$ cat src/rtl/dck_loader_pkg.sv
// Shared types and constants for the DCK cartridge image loader.
package dck_loader_pkg;

  typedef enum logic [2:0] {
    S_IDLE,
    S_BANK,
    S_TYPE,
    S_DATA,
    S_SKIP,
    S_DONE,
    S_ERR
  } state_t;

  localparam logic [7:0] ABSENT     = 8'd0;
  localparam logic [7:0] RAM_NODATA = 8'd1;
  localparam logic [7:0] ROM_DATA   = 8'd2;
  localparam logic [7:0] RAM_DATA   = 8'd3;

  localparam int CHUNK_BYTES = 8192;

endpackage

$ cat src/rtl/dck_loader_chunk_sel.sv
// Finds the lowest data-bearing chunk at or above a start index.
module dck_loader_chunk_sel (
  input  logic [7:0] mask_i,
  input  logic [2:0] start_i,
  output logic [2:0] idx_o,
  output logic       none_o
);

  // Scanning downwards lets the lowest qualifying index win.
  always_comb begin
    idx_o  = 3'd0;
    none_o = 1'b1;
    for (int i = 7; i >= 0; i--) begin
      if (mask_i[i] && (3'(i) >= start_i)) begin
        idx_o  = 3'(i);
        none_o = 1'b0;
      end
    end
  end

endmodule

$ cat src/rtl/dck_loader.sv
// Parses a DCK download stream, writes the selected bank's chunks into the
// 64 KB DOCK region and builds the present/ROM chunk maps.
module dck_loader
  import dck_loader_pkg::*;
#(
  parameter logic [7:0] BANK_ID = 8'd0
) (
  input  logic        clk_sys,
  input  logic        reset,
  input  logic        dl_active,
  input  logic        dl_wr,
  input  logic [7:0]  dl_data,
  output logic        wr_req,
  output logic [15:0] wr_addr,
  output logic [7:0]  wr_data,
  output logic [7:0]  dock_map,
  output logic [7:0]  dock_rom,
  output logic        done,
  output logic        error
);

  state_t      state_q, state_d;
  logic        active_q;
  logic [7:0]  bank_q, bank_d;
  logic [2:0]  tidx_q, tidx_d;
  logic [7:0]  dmask_q, dmask_d;
  logic [7:0]  pmap_q, pmap_d;
  logic [7:0]  prom_q, prom_d;
  logic [2:0]  ptr_q, ptr_d;
  logic [12:0] cnt_q, cnt_d;
  logic        wr_req_q, wr_req_d;
  logic [15:0] wr_addr_q, wr_addr_d;
  logic [7:0]  wr_data_q, wr_data_d;
  logic [7:0]  map_q, map_d;
  logic [7:0]  rom_q, rom_d;
  logic        done_q, done_d;
  logic        error_q, error_d;

  logic       rise, fall, accept;
  logic [7:0] bit_sel, cur_dmask, cur_pmap, cur_prom;
  logic       t_data, t_present, t_rom, t_bad;
  logic [7:0] sel_mask;
  logic [2:0] sel_start, sel_idx;
  logic       sel_none, last_chunk;

  assign rise   = dl_active & ~active_q;
  assign fall   = ~dl_active & active_q;
  // A byte strobed in the very cycle dl_active drops still belongs to the file.
  assign accept = dl_wr & (dl_active | active_q);

  assign t_bad     = dl_data > RAM_DATA;
  assign t_data    = (dl_data == ROM_DATA) || (dl_data == RAM_DATA);
  assign t_present = (dl_data != ABSENT) && !t_bad;
  assign t_rom     = dl_data == ROM_DATA;

  assign bit_sel   = 8'b1 << tidx_q;
  assign cur_dmask = dmask_q | (t_data    ? bit_sel : 8'h00);
  assign cur_pmap  = pmap_q  | (t_present ? bit_sel : 8'h00);
  assign cur_prom  = prom_q  | (t_rom     ? bit_sel : 8'h00);

  assign sel_mask   = (state_q == S_TYPE) ? cur_dmask : dmask_q;
  assign sel_start  = (state_q == S_TYPE) ? 3'd0 : ptr_q + 3'd1;
  assign last_chunk = (ptr_q == 3'd7) | sel_none;

  dck_loader_chunk_sel u_chunk_sel (
    .mask_i  (sel_mask),
    .start_i (sel_start),
    .idx_o   (sel_idx),
    .none_o  (sel_none)
  );

  always_comb begin
    state_d   = state_q;
    bank_d    = bank_q;
    tidx_d    = tidx_q;
    dmask_d   = dmask_q;
    pmap_d    = pmap_q;
    prom_d    = prom_q;
    ptr_d     = ptr_q;
    cnt_d     = cnt_q;
    wr_req_d  = 1'b0;
    wr_addr_d = wr_addr_q;
    wr_data_d = wr_data_q;
    map_d     = map_q;
    rom_d     = rom_q;
    done_d    = done_q;
    error_d   = error_q;

    if (rise) begin
      state_d = S_BANK;
      tidx_d  = 3'd0;
      dmask_d = 8'h00;
      pmap_d  = 8'h00;
      prom_d  = 8'h00;
      ptr_d   = 3'd0;
      cnt_d   = 13'd0;
      map_d   = 8'h00;
      rom_d   = 8'h00;
      done_d  = 1'b0;
      error_d = 1'b0;
    end else begin
      if (accept) begin
        case (state_q)
          S_BANK: begin
            bank_d  = dl_data;
            tidx_d  = 3'd0;
            dmask_d = 8'h00;
            pmap_d  = 8'h00;
            prom_d  = 8'h00;
            state_d = S_TYPE;
          end
          S_TYPE: begin
            if (t_bad) begin
              state_d = S_ERR;
              error_d = 1'b1;
            end else begin
              dmask_d = cur_dmask;
              pmap_d  = cur_pmap;
              prom_d  = cur_prom;
              tidx_d  = tidx_q + 3'd1;
              if (tidx_q == 3'd7) begin
                if (bank_q == BANK_ID) begin
                  map_d = map_q | cur_pmap;
                  rom_d = rom_q | cur_prom;
                end
                ptr_d = sel_idx;
                cnt_d = 13'd0;
                if (sel_none)                state_d = S_BANK;
                else if (bank_q == BANK_ID)  state_d = S_DATA;
                else                         state_d = S_SKIP;
              end
            end
          end
          S_DATA, S_SKIP: begin
            if (state_q == S_DATA) begin
              wr_req_d  = 1'b1;
              wr_addr_d = {ptr_q, cnt_q};
              wr_data_d = dl_data;
            end
            cnt_d = cnt_q + 13'd1;
            if (cnt_q == 13'(CHUNK_BYTES - 1)) begin
              if (last_chunk) state_d = S_BANK;
              else            ptr_d   = sel_idx;
            end
          end
          default: ;
        endcase
      end

      // End of file is judged on the state reached after any coincident byte.
      if (fall) begin
        case (state_d)
          S_BANK: begin
            state_d = S_DONE;
            done_d  = 1'b1;
          end
          S_TYPE, S_DATA, S_SKIP: begin
            state_d = S_ERR;
            error_d = 1'b1;
          end
          default: ;
        endcase
      end
    end
  end

  always_ff @(posedge clk_sys) begin
    if (reset) begin
      state_q   <= S_IDLE;
      active_q  <= 1'b0;
      bank_q    <= 8'h00;
      tidx_q    <= 3'd0;
      dmask_q   <= 8'h00;
      pmap_q    <= 8'h00;
      prom_q    <= 8'h00;
      ptr_q     <= 3'd0;
      cnt_q     <= 13'd0;
      wr_req_q  <= 1'b0;
      wr_addr_q <= 16'h0000;
      wr_data_q <= 8'h00;
      map_q     <= 8'h00;
      rom_q     <= 8'h00;
      done_q    <= 1'b0;
      error_q   <= 1'b0;
    end else begin
      state_q   <= state_d;
      active_q  <= dl_active;
      bank_q    <= bank_d;
      tidx_q    <= tidx_d;
      dmask_q   <= dmask_d;
      pmap_q    <= pmap_d;
      prom_q    <= prom_d;
      ptr_q     <= ptr_d;
      cnt_q     <= cnt_d;
      wr_req_q  <= wr_req_d;
      wr_addr_q <= wr_addr_d;
      wr_data_q <= wr_data_d;
      map_q     <= map_d;
      rom_q     <= rom_d;
      done_q    <= done_d;
      error_q   <= error_d;
    end
  end

  assign wr_req   = wr_req_q;
  assign wr_addr  = wr_addr_q;
  assign wr_data  = wr_data_q;
  assign dock_map = map_q;
  assign dock_rom = rom_q;
  assign done     = done_q;
  assign error    = error_q;

endmodule

$ cat config.mk
export PLATFORM = sky130hd
export DESIGN_NAME = dck_loader
export DESIGN_NICKNAME = d
export VERILOG_FILES = /design/src/rtl/dck_loader_pkg.sv /design/src/rtl/dck_loader_chunk_sel.sv /design/src/rtl/dck_loader.sv
export SDC_FILE = /design/constraint.sdc
export NUM_CORES = 1
export LEC_CHECK = 0
export ABC_AREA = 0
export ABC_CLOCK_PERIOD_IN_PS = 2900
export BUFFER_PORTS_ARGS = -buffer_cell sky130_fd_sc_hd__buf_2
export CAP_MARGIN = 10
export CORE_UTILIZATION = 57
export DETAILED_ROUTE_END_ITERATION = 10
export PLACE_DENSITY = 0.87
export SLEW_MARGIN = 20
export SYNTH_ARGS = -nofsm -noshare
export SYNTH_HDL_FRONTEND = slang
export SYNTH_SLANG_ARGS = --single-unit
$ cat constraint.sdc
create_clock -name clk_sys -period 2.9 [get_ports clk_sys]
set_input_delay 0.29 -clock clk_sys [delete_from_list [all_inputs] [get_ports clk_sys]]
set_output_delay 0.29 -clock clk_sys [all_outputs]
set_load 0.01 [all_outputs]
* Word level (Yosys, flattened, before mapping)
Cells that the tools add are included.
** Operators by class
- Mux-type cells :: 55
- $add $sub $neg :: 3
- Reductions and logical operators :: 26
- Bitwise logic cells :: 16
- Equality and inequality tests :: 17
- Shifts and indexed selects :: 1
- Order comparisons :: 9
** Operators with widths (number)
- $mux 3 :: 23
- $mux 8 :: 7
- $pmux 8 s2 :: 3
- $or 8x8->8 :: 5
- $mux 13 :: 2
- $pmux 13 s2 :: 1
- $pmux 3 s2 :: 3
- $eq 8x2->1 const B :: 2
- $mux 1 :: 15
- $add 13x1->13 const B :: 1
- $eq 13x13->1 const B :: 1
- $eq 3x2->1 const B :: 4
- $eq 3x3->1 const B :: 4
- $ge 3x3->1 const A :: 4
- $logic_and 1x1->1 :: 9
- $pmux 3 s3 :: 1
- $gt 8x2->1 const B :: 1
- $logic_not 8->1 :: 1
- $reduce_and 4->1 :: 2
- $reduce_bool 8->1 :: 1
- $shl 1x3->8 const A :: 1
- $add 3x1->3 const B :: 2
- $eq 3x1->1 const B :: 2
- $ge 1x3->1 const A :: 2
- other kinds (16) :: 30
** Word-level totals
- Output and inout bits :: 43
- Register bits after elaboration :: 98

* Logic depth before layout (Yosys ltp)
Gate-level depths: netlist (run 1).
- Word-level depth :: 25
- Gate-level depth with buffers :: 12

* By module
From an unflattened synthesis (run 1), not the netlist that was laid out.
** Unflattened totals
- Cell total of the unflattened synthesis :: 526
- Area, all modules :: 4375.4 um2
** Modules (own cells, without submodules)
- dck_loader :: cells each 496, times used 1, area an instance 4187.8 um2, sequential area each 1961.9 um2
- dck_loader_chunk_sel :: cells each 30, times used 1, area an instance 187.7 um2, sequential area each 0.0 um2

* Worst setup path after synthesis (run 1)
OpenSTA, ideal clock, no wires.
- Kind :: register -> register
- Start :: reg tidx_q[2]
- End :: reg error_q (netlist: error)
- Required time :: 2.818 ns
- Path slack :: 0.236 ns
- Stages on the path, launching flop included :: 11
- Library setup time :: 0.082 ns
- Clock period less this slack :: 2.664 ns
- Arrival time :: 2.582 ns
- Cell sequence :: dfxtp_1 > clkbuf_1 > clkbuf_1 > inv_1 > ha_1 > a22o_4 > nor3_2 > and2_1 > o221ai_1 > or4_1 > o221ai_1
** Between the ends
- Longest elaborated chain between the ends :: 23
** RTL lines
- start: declaration :: line dck_loader.sv:25 : logic [2:0] tidx_q, tidx_d;
- start signal: assignment :: line dck_loader.sv:189 : tidx_q <= tidx_d;
- $shl 1x3->8 :: line dck_loader.sv:56 : assign bit_sel = 8'b1 << tidx_q;
- $mux 8 :: line dck_loader.sv:57 : assign cur_dmask = dmask_q | (t_data ? bit_sel : 8'h00);
- $or 8x8->8 :: line dck_loader.sv:57
- $mux 8 :: line dck_loader.sv:61 : assign sel_mask = (state_q == S_TYPE) ? cur_dmask : dmask_q;
- $logic_and 1x1->1 :: line dck_loader_chunk_sel.sv:14 : if (mask_i[i] && (3'(i) >= start_i)) begin
- $mux 1 (8 in a row) :: line dck_loader_chunk_sel.sv:14
- $or 1x1->1 / $mux 3 (equally long branches) :: line dck_loader.sv:63, dck_loader.sv:128
- $mux 3, on equally long branches :: line dck_loader.sv:142, dck_loader.sv:121
- $mux 3, on equally long branches :: line dck_loader.sv:141, dck_loader.sv:113
- $pmux 3 s3 * :: line dck_loader.sv:103 : case (state_q)
- $mux 3 * :: line dck_loader.sv:102 : if (accept) begin
- $mux 3 * :: line dck_loader.sv:89 : if (rise) begin
- $eq 3x2->1 / $eq 3x3->1 (equally long branches) :: line dck_loader.sv:152 : case (state_d)
- $reduce_or 3->1 * :: line dck_loader.sv:152
- $mux 1 * :: line dck_loader.sv:152
- $mux 1 * :: line dck_loader.sv:151 : if (fall) begin
- end signal: assignment :: line dck_loader.sv:201 : error_q <= error_d;
- end: declaration :: line dck_loader.sv:37 : logic error_q, error_d;
Mark *: on every way between the ends. The rest lies on a longest branch, timed or not. The select of a mux whose other input is x is not followed.
A chain may end at the register's enable or synchronous reset.

* Final worst setup path (run 1)
- Start :: reg ptr_q[0]
- End :: reg error_q (netlist: error)
** Between the ends
- Longest elaborated chain between the ends :: 22
** RTL lines
- start: declaration :: line dck_loader.sv:29 : logic [2:0] ptr_q, ptr_d;
- start signal: assignment :: line dck_loader.sv:193 : ptr_q <= ptr_d;
- $add 3x1->3 :: line dck_loader.sv:62 : assign sel_start = (state_q == S_TYPE) ? 3'd0 : ptr_q + 3'd1;
- $mux 3 :: line dck_loader.sv:62
- $ge 3x3->1 :: line dck_loader_chunk_sel.sv:14
- $logic_and 1x1->1 :: line dck_loader_chunk_sel.sv:14
- $mux 1 (8 in a row) :: line dck_loader_chunk_sel.sv:14
- $or 1x1->1 / $mux 3 (equally long branches) :: line dck_loader.sv:63, dck_loader.sv:128
- $mux 3, on equally long branches :: line dck_loader.sv:142, dck_loader.sv:121
- $mux 3, on equally long branches :: line dck_loader.sv:141, dck_loader.sv:113
- $pmux 3 s3 * :: line dck_loader.sv:103
- $mux 3 * :: line dck_loader.sv:102
- $mux 3 * :: line dck_loader.sv:89
- $eq 3x2->1 / $eq 3x3->1 (equally long branches) :: line dck_loader.sv:152
- $reduce_or 3->1 * :: line dck_loader.sv:152
- $mux 1 * :: line dck_loader.sv:152
- $mux 1 * :: line dck_loader.sv:151
Marks and branches as above.

==> results of run 1 <==
[sequential cells by signal, summed over array words and instances (netlist names), 3 cells and up]
register / flops
dock_rom: 8
wr_addr: 16
cnt_q: 13
tidx_q: 3
dmask_q: 8
ptr_q: 3
prom_q: 8
pmap_q: 8
dock_map: 8
state_q: 3
wr_data: 8
bank_q: 8
[final timing paths]
path	endpoint	slack [ns]	from
worst max-delay path	error$_SDFF_PP0_	0.16	ptr_q[0]$_SDFFE_PP0P_
worst min-delay path	state_q[0]$_SDFF_PP0_	0.16	reset
worst max register to register	error$_SDFF_PP0_	0.16	ptr_q[0]$_SDFFE_PP0P_
worst min register to register	dock_map[5]$_SDFFE_PP0P_	0.45	dock_map[5]$_SDFFE_PP0P_
[final cells by class]
type | instances | area [µm²]
well taps | 99 | 124
multi-input cells | 382 | 2220
clock inverters | 7 | 83.8
repair buffers | 77 | 443
fillers | 616 | 2260
clock buffers | 9 | 124
inverters | 9 | 33.8
flip-flops and latches | 98 | 1960
[critical path, delay by kind of cell (launching register included)]
family                   cells  cell delay [ns]
AO/OA/AOI/OAI                4             0.67
adder cells (fa/ha/maj)      2             0.55
buffers and inverters        1             0.09
flip-flops                   1             0.37
AND/OR/NAND/NOR              3             0.98
[power by group through the flow]
stage	Combinational, mW	Clock [mW]	Sequential, mW
final	0.0987	0.927	1.35
after global routing	0.108	0.988	1.35
after CTS	0.0971	0.933	1.35
after detailed placement	0.0964	0	1.38
after global placement	0.0948	0	1.38
after floorplan	0.0603	0	1.38
[cell families after synthesis]
logic type / after synthesis / share of synthesized area
and+or+nand+nor: 218 / 0.235
xor gates and xnor gates: 8 / 0.0163
muxes: 9 / 0.0210
AOI/OAI and AO/OA: 138 / 0.211
adders and majority gates: 9 / 0.0263
buffers and inverters: 35 / 0.0330
DFF: 98 / 0.458
[metal layers]
metal,global-route usage,up-vias,routed length [µm]
li1,-,1922,-
met1,0.324,1839,4570
met2,0.463,139,4940
met3,0.0420,26,505
met4,0.144,0,297
met5,0,-,0
[stage by stage]
stage	setup slack, ns	power (mW)
2_1_floorplan	0.236	1.44
3_3_place_gp	0.124	1.48
3_5_place_dp	0.0565	1.48
4_1_cts	0.0178	2.38
5_1_grt	0.0146	2.45
6_report	0.163	2.38
[layout by cell type (no fill, tap or decap), types with 6 or more instances in the layout]
| cell | synthesis | routed |
|---|---|---|
| dfxtp_1 | 98 | 98 |
| nor2_1 | 84 | 84 |
| nand2_1 | 75 | 75 |
| a21oi_1 | 60 | 60 |
| buf_2 | 1 | 54 |
| buf_4 | 2 | 23 |
| o21ai_0 | 14 | 12 |
| a21o_1 | 11 | 11 |
| a22oi_1 | 11 | 11 |
| inv_1 | 9 | 9 |
| nand3_1 | 9 | 9 |
| mux2i_1 | 9 | 9 |
| clkbuf_8 | 0 | 9 |
| ha_1 | 9 | 8 |
| nor3_1 | 7 | 7 |
| a32oi_1 | 6 | 6 |
==> flow_summary.json, run 1 <==
{
  "peakVddDrop_v": 0.000382,
  "power_frac_seq": 0.569,
  "avgSynthCellArea_um2": 8.33,
  "dpl.hpwl_um": 7390,
  "synthTopCellsByArea": "dfxtp_1 (46%), nor2_1 (7.4%), a21oi_1 (7.0%), nand2_1 (6.6%), ha_1 (2.6%)",
  "rsz0062_at_grt": "false",
  "vias_per_cell": 5.77,
  "num-nets-final": 598,
  "worst_pin_slew_ns": 0.865,
  "yosysMostFrequentCell": "dfxtp_1",
  "startpoint_type": "register",
  "slew_viol_final": 0,
  "diodes": 0,
  "h-tree-depth": 3,
  "setup_tns_ns": 0,
  "place_area_um2": 4750,
  "gp_congestion": 0.908,
  "start_util": 0.591,
  "grt_overflow_total": 0,
  "yosys_register_bits": 98,
  "maxCapViolations": 0,
  "synthesis.area_um2": 4290,
  "swShare": 0.246,
  "post-route-util": 0.688,
  "p_clk_frac": 0.390,
  "firstDrtPassIters": 5,
  "final.period_utilization": 0.944,
  "cpPeakStageDelay_ns": 0.51,
  "path_clk_slew_ns": 0.10,
  "die_y_um": 88.7,
  "synth.top_cell.area_share": 0.458,
  "ios": 55,
  "slowest_stage": "or4_1",
  "die_x_um": 88.7,
  "drive_above_1_share": 0.204,
  "grt_pass1_wl_um": 16300,
  "coreArea_um2": 7250,
  "whs_ns": 0.164,
  "cp_cell_sequence": "ha_1 -> ha_4 -> inv_1 -> o31ai_4 -> o211ai_2 -> nor3b_2 -> and2_4 -> o221ai_1 -> or4_1 -> o221ai_1",
  "worst_r2r_path_depth": 10,
  "max_freq_mhz": 365,
  "synth_area_leader_cell": "dfxtp_1",
  "cts-root-buf": "clkbuf_8",
  "area_growth_pct": 16.4,
  "cts_resized": 0,
  "num_rows": 31,
  "internal_power_mw": 1.79,
  "hold_violations": 0,
  "grt_use_total": 0.270,
  "synth_edf_count": 0,
  "critical_path_class": "reg -> reg",
  "synth.yosys.seq_area_share": 0.458,
  "setup_violations": 0,
  "p_switching_uw": 585,
  "synth_common_cells": "dfxtp_1 (98), nor2_1 (84), nand2_1 (75)",
  "cts_buffers": 9,
  "insertion_delay_ns": 0.37,
  "ys_types": 60,
  "antenna_found_initial": 0,
  "synthFlopType": "dfxtp_1",
  "ctsHoldBuffers": 0,
  "crit_top_cell": "o221ai_1",
  "die_area_um2": 7870,
  "antenna_left": 0,
  "drc_errors": 0,
  "grt_max_degree": 37,
  "cp.required_ns": 3.18,
  "drtIter0Drc": 161,
  "p_leak_nw": 1.95,
  "critPathArrivalTime_ns": 3.02,
  "synth_nets": 536,
  "cts_tree": "built",
  "fin_area_um2": 4990,
  "cp_max_fo": 6,
  "hold-path-cell-count": 2,
  "worst_setup_path_end_kind": "register",
  "slew_headroom": 0.421,
  "numClockSinks": 98,
  "hp-class": "in -> reg",
  "clockBufferDepth": 2,
  "post_drt_wl_per_cell_um": 15.2,
  "yosys_warnings": 0,
  "fin_cells": 681,
  "async_reset_ff_frac": 0,
  "drt_wl_total_um": 10300,
  "via_count": 3926,
  "clock_skew_ns": 0.0173,
  "cellPowerDensity_nw_per_um2": 476,
  "numPortBuffers": 54,
  "min_period_ns": 2.74,
  "placed_cells": 665,
  "grt_pass1_vias": 3494,
  "status": "complete, no violations",
  "cts_setup_buffers": 0,
  "synth_cells": 515,
  "pwr-share-comb": 0.041
}
Power figures use the tool's default switching activity.
==> run 2, diff against run 1 <==
--- a/config.mk
+++ b/config.mk
@@ -9,6 +9,7 @@
 export ABC_CLOCK_PERIOD_IN_PS = 2900
 export BUFFER_PORTS_ARGS = -buffer_cell sky130_fd_sc_hd__buf_2
 export CAP_MARGIN = 10
+export CORE_ASPECT_RATIO = 2
 export CORE_UTILIZATION = 57
 export DETAILED_ROUTE_END_ITERATION = 10
 export PLACE_DENSITY = 0.87
==> run 2 against run 1 <==
- core utilization rose by 1.2 points
- clock power rose by 29%
- critical path type unchanged
- maximum frequency fell by 0.51%
- critical endpoint unchanged
- largest cell class unchanged
- design area rose by 1.9%
- sequential power barely moved
- die area rose by 0.28%
==> flow_summary.json, run 2 (same netlist as run 1, synthesis figures left out) <==
{
  "die_area_um2": 7890,
  "insertion_delay_ns": 0.35,
  "max_freq_mhz": 364,
  "num-nets-final": 599,
  "multiInputGateArea_um2": 2220,
  "dr_wl_met3_um": 361,
  "die_y_um": 125,
  "hold_violations": 0,
  "numClockSinks": 98,
  "grt_overflow_total": 0,
  "seq_area_um2": 1960,
  "slew_viol_final": 0,
  "reg2reg_from": "ptr_q[0]$_SDFFE_PP0P_",
  "setup_violations": 0,
  "critPathArrivalTime_ns": 3.01,
  "critical_path_class": "reg -> reg",
  "ctsHoldBuffers": 0,
  "final.period_utilization": 0.949,
  "vias_per_cell": 5.87,
  "dpl.hpwl_um": 7740,
  "p_leak_nw": 2.00,
  "via_count": 3958,
  "min_period_ns": 2.75,
  "hold-path-cell-count": 3,
  "maxCapViolations": 0,
  "p_total_mw": 2.65,
  "layout_commonest_cell": "dfxtp_1",
  "gp_congestion": 0.910,
  "worstHoldStart": "dl_data[6]",
  "worst_pin_slew_ns": 0.641,
  "grt_pass1_wl_um": 17900,
  "numPortBuffers": 54,
  "grt_pass1_vias": 3881,
  "post-route-util": 0.700,
  "grt_max_degree": 43,
  "cts_buffers": 9,
  "cp.required_ns": 3.16,
  "cp_max_fo": 6,
  "peakVddDrop_v": 0.000412,
  "cellPowerDensity_nw_per_um2": 521,
  "setup_tns_ns": 0,
  "status": "complete, no violations",
  "antenna_left": 0,
  "start_util": 0.590,
  "drt_wl_total_um": 10700,
  "cts_tree": "built",
  "n_fill_cell": 591,
  "worst_setup_path_end_kind": "register",
  "grt_use_total": 0.287,
  "top_layer": "met4",
  "diodes": 0,
  "firstDrtPassIters": 5,
  "mostFrequentLayoutCells": "dfxtp_1 (98), nor2_1 (84), nand2_1 (75)",
  "worst_r2r_path_depth": 10,
  "hp-class": "in -> reg",
  "num_rows": 44,
  "die_x_um": 63.3,
  "slew_headroom": 0.573,
  "drive_above_1_share": 0.201,
  "met2_length_um": 6020,
  "h-tree-depth": 3,
  "startpoint_type": "register",
  "worstReg2RegEnd": "error$_SDFF_PP0_",
  "drtIter0Drc": 311,
  "path_clk_slew_ns": 0.06,
  "met1_length_um": 3940,
  "clockBufferDepth": 2,
  "hold_end": "wr_data[6]$_SDFFE_PP0P_",
  "ios": 55,
  "area_growth_pct": 18.6,
  "cts-root-buf": "clkbuf_16",
  "pre_cts_slack_ns": 0.0286,
  "coreArea_um2": 7270,
  "worst_slack_ns": 0.149,
  "antenna_found_initial": 0,
  "post_drt_wl_per_cell_um": 15.9,
  "largest_reg_flops": 16,
  "clock_skew_ns": 0.00782,
  "drc_errors": 0,
  "reg2reg_slack_ns": 0.15
}
[run 2: timing repair]
| item | in CTS | in global routing |
|---|---|---|
| gates cloned | 0 | 0 |
| setup endpoints to repair | 1 | 6 |
| pin swaps | 0 | 1 |
| setup buffers | 0 | 2 |
| resized for setup | 1 | 7 |
[run 2: area by class of cell]
cell class	instances	share of cell area
flip-flops and latches	98	0.386
multi-input cells	382	0.436
repair buffers	78	0.0886
well taps	92	0.0226
clock inverters	2	0.00689
clock buffers	13	0.0531
inverters	9	0.00664
[run 2: how the worst max path moves through the flow]
| stage | startpoint | end | cells past startpoint | slack, ns |
|---|---|---|---|---|
| 2_1_floorplan | tidx_q[2]$_SDFFE_PP0P_ | error$_SDFF_PP0_ | 10 | 0.24 |
| 3_5_place_dp | ptr_q[0]$_SDFFE_PP0P_ | error$_SDFF_PP0_ | 10 | 0.03 |
| 4_1_cts | ptr_q[0]$_SDFFE_PP0P_ | error$_SDFF_PP0_ | 10 | 0.04 |
| 5_1_grt | ptr_q[0]$_SDFFE_PP0P_ | error$_SDFF_PP0_ | 10 | -0.04 |
| 3_3_place_gp | ptr_q[0]$_SDFFE_PP0P_ | error$_SDFF_PP0_ | 10 | 0.14 |
| 6_report | ptr_q[0]$_SDFFE_PP0P_ | error$_SDFF_PP0_ | 10 | 0.15 |
[run 2: stage by stage]
| stage | hold slack, ns | cell area, µm² | cells |
|---|---|---|---|
| final | 0.221 | 5090 | 674 |
| after global placement | 0.434 | 4730 | 657 |
| after CTS | 0.216 | 5040 | 672 |
| after detailed placement | 0.443 | 4730 | 657 |
| after floorplan | 0.418 | 4290 | 515 |
| after global routing | 0.236 | 5090 | 674 |
[run 2: layer usage]
| metal | GRT usage | up-vias |
|---|---|---|
| li1 | - | 1918 |
| met1 | 0.288 | 1891 |
| met2 | 0.526 | 114 |
| met3 | 0.0504 | 35 |
| met4 | 0.178 | 0 |
| met5 | 0 | - |
[run 2: worst max-delay path: stages (launching register included)]
cell and delay [ns]:
dfxtp_1 0.35, ha_1 0.24, ha_4 0.30, inv_1 0.09
o31ai_4 0.31, o211ai_2 0.15, nor3b_2 0.25, and2_4 0.21
o221ai_1 0.16, or4_1 0.52, o221ai_1 0.09
[run 2: power by group]
part	total, mW	internal (mW)	switching [mW]
clock	1.20	0.732	0.466
combinational	0.0973	0.0277	0.0697
sequential	1.36	1.35	0.00516
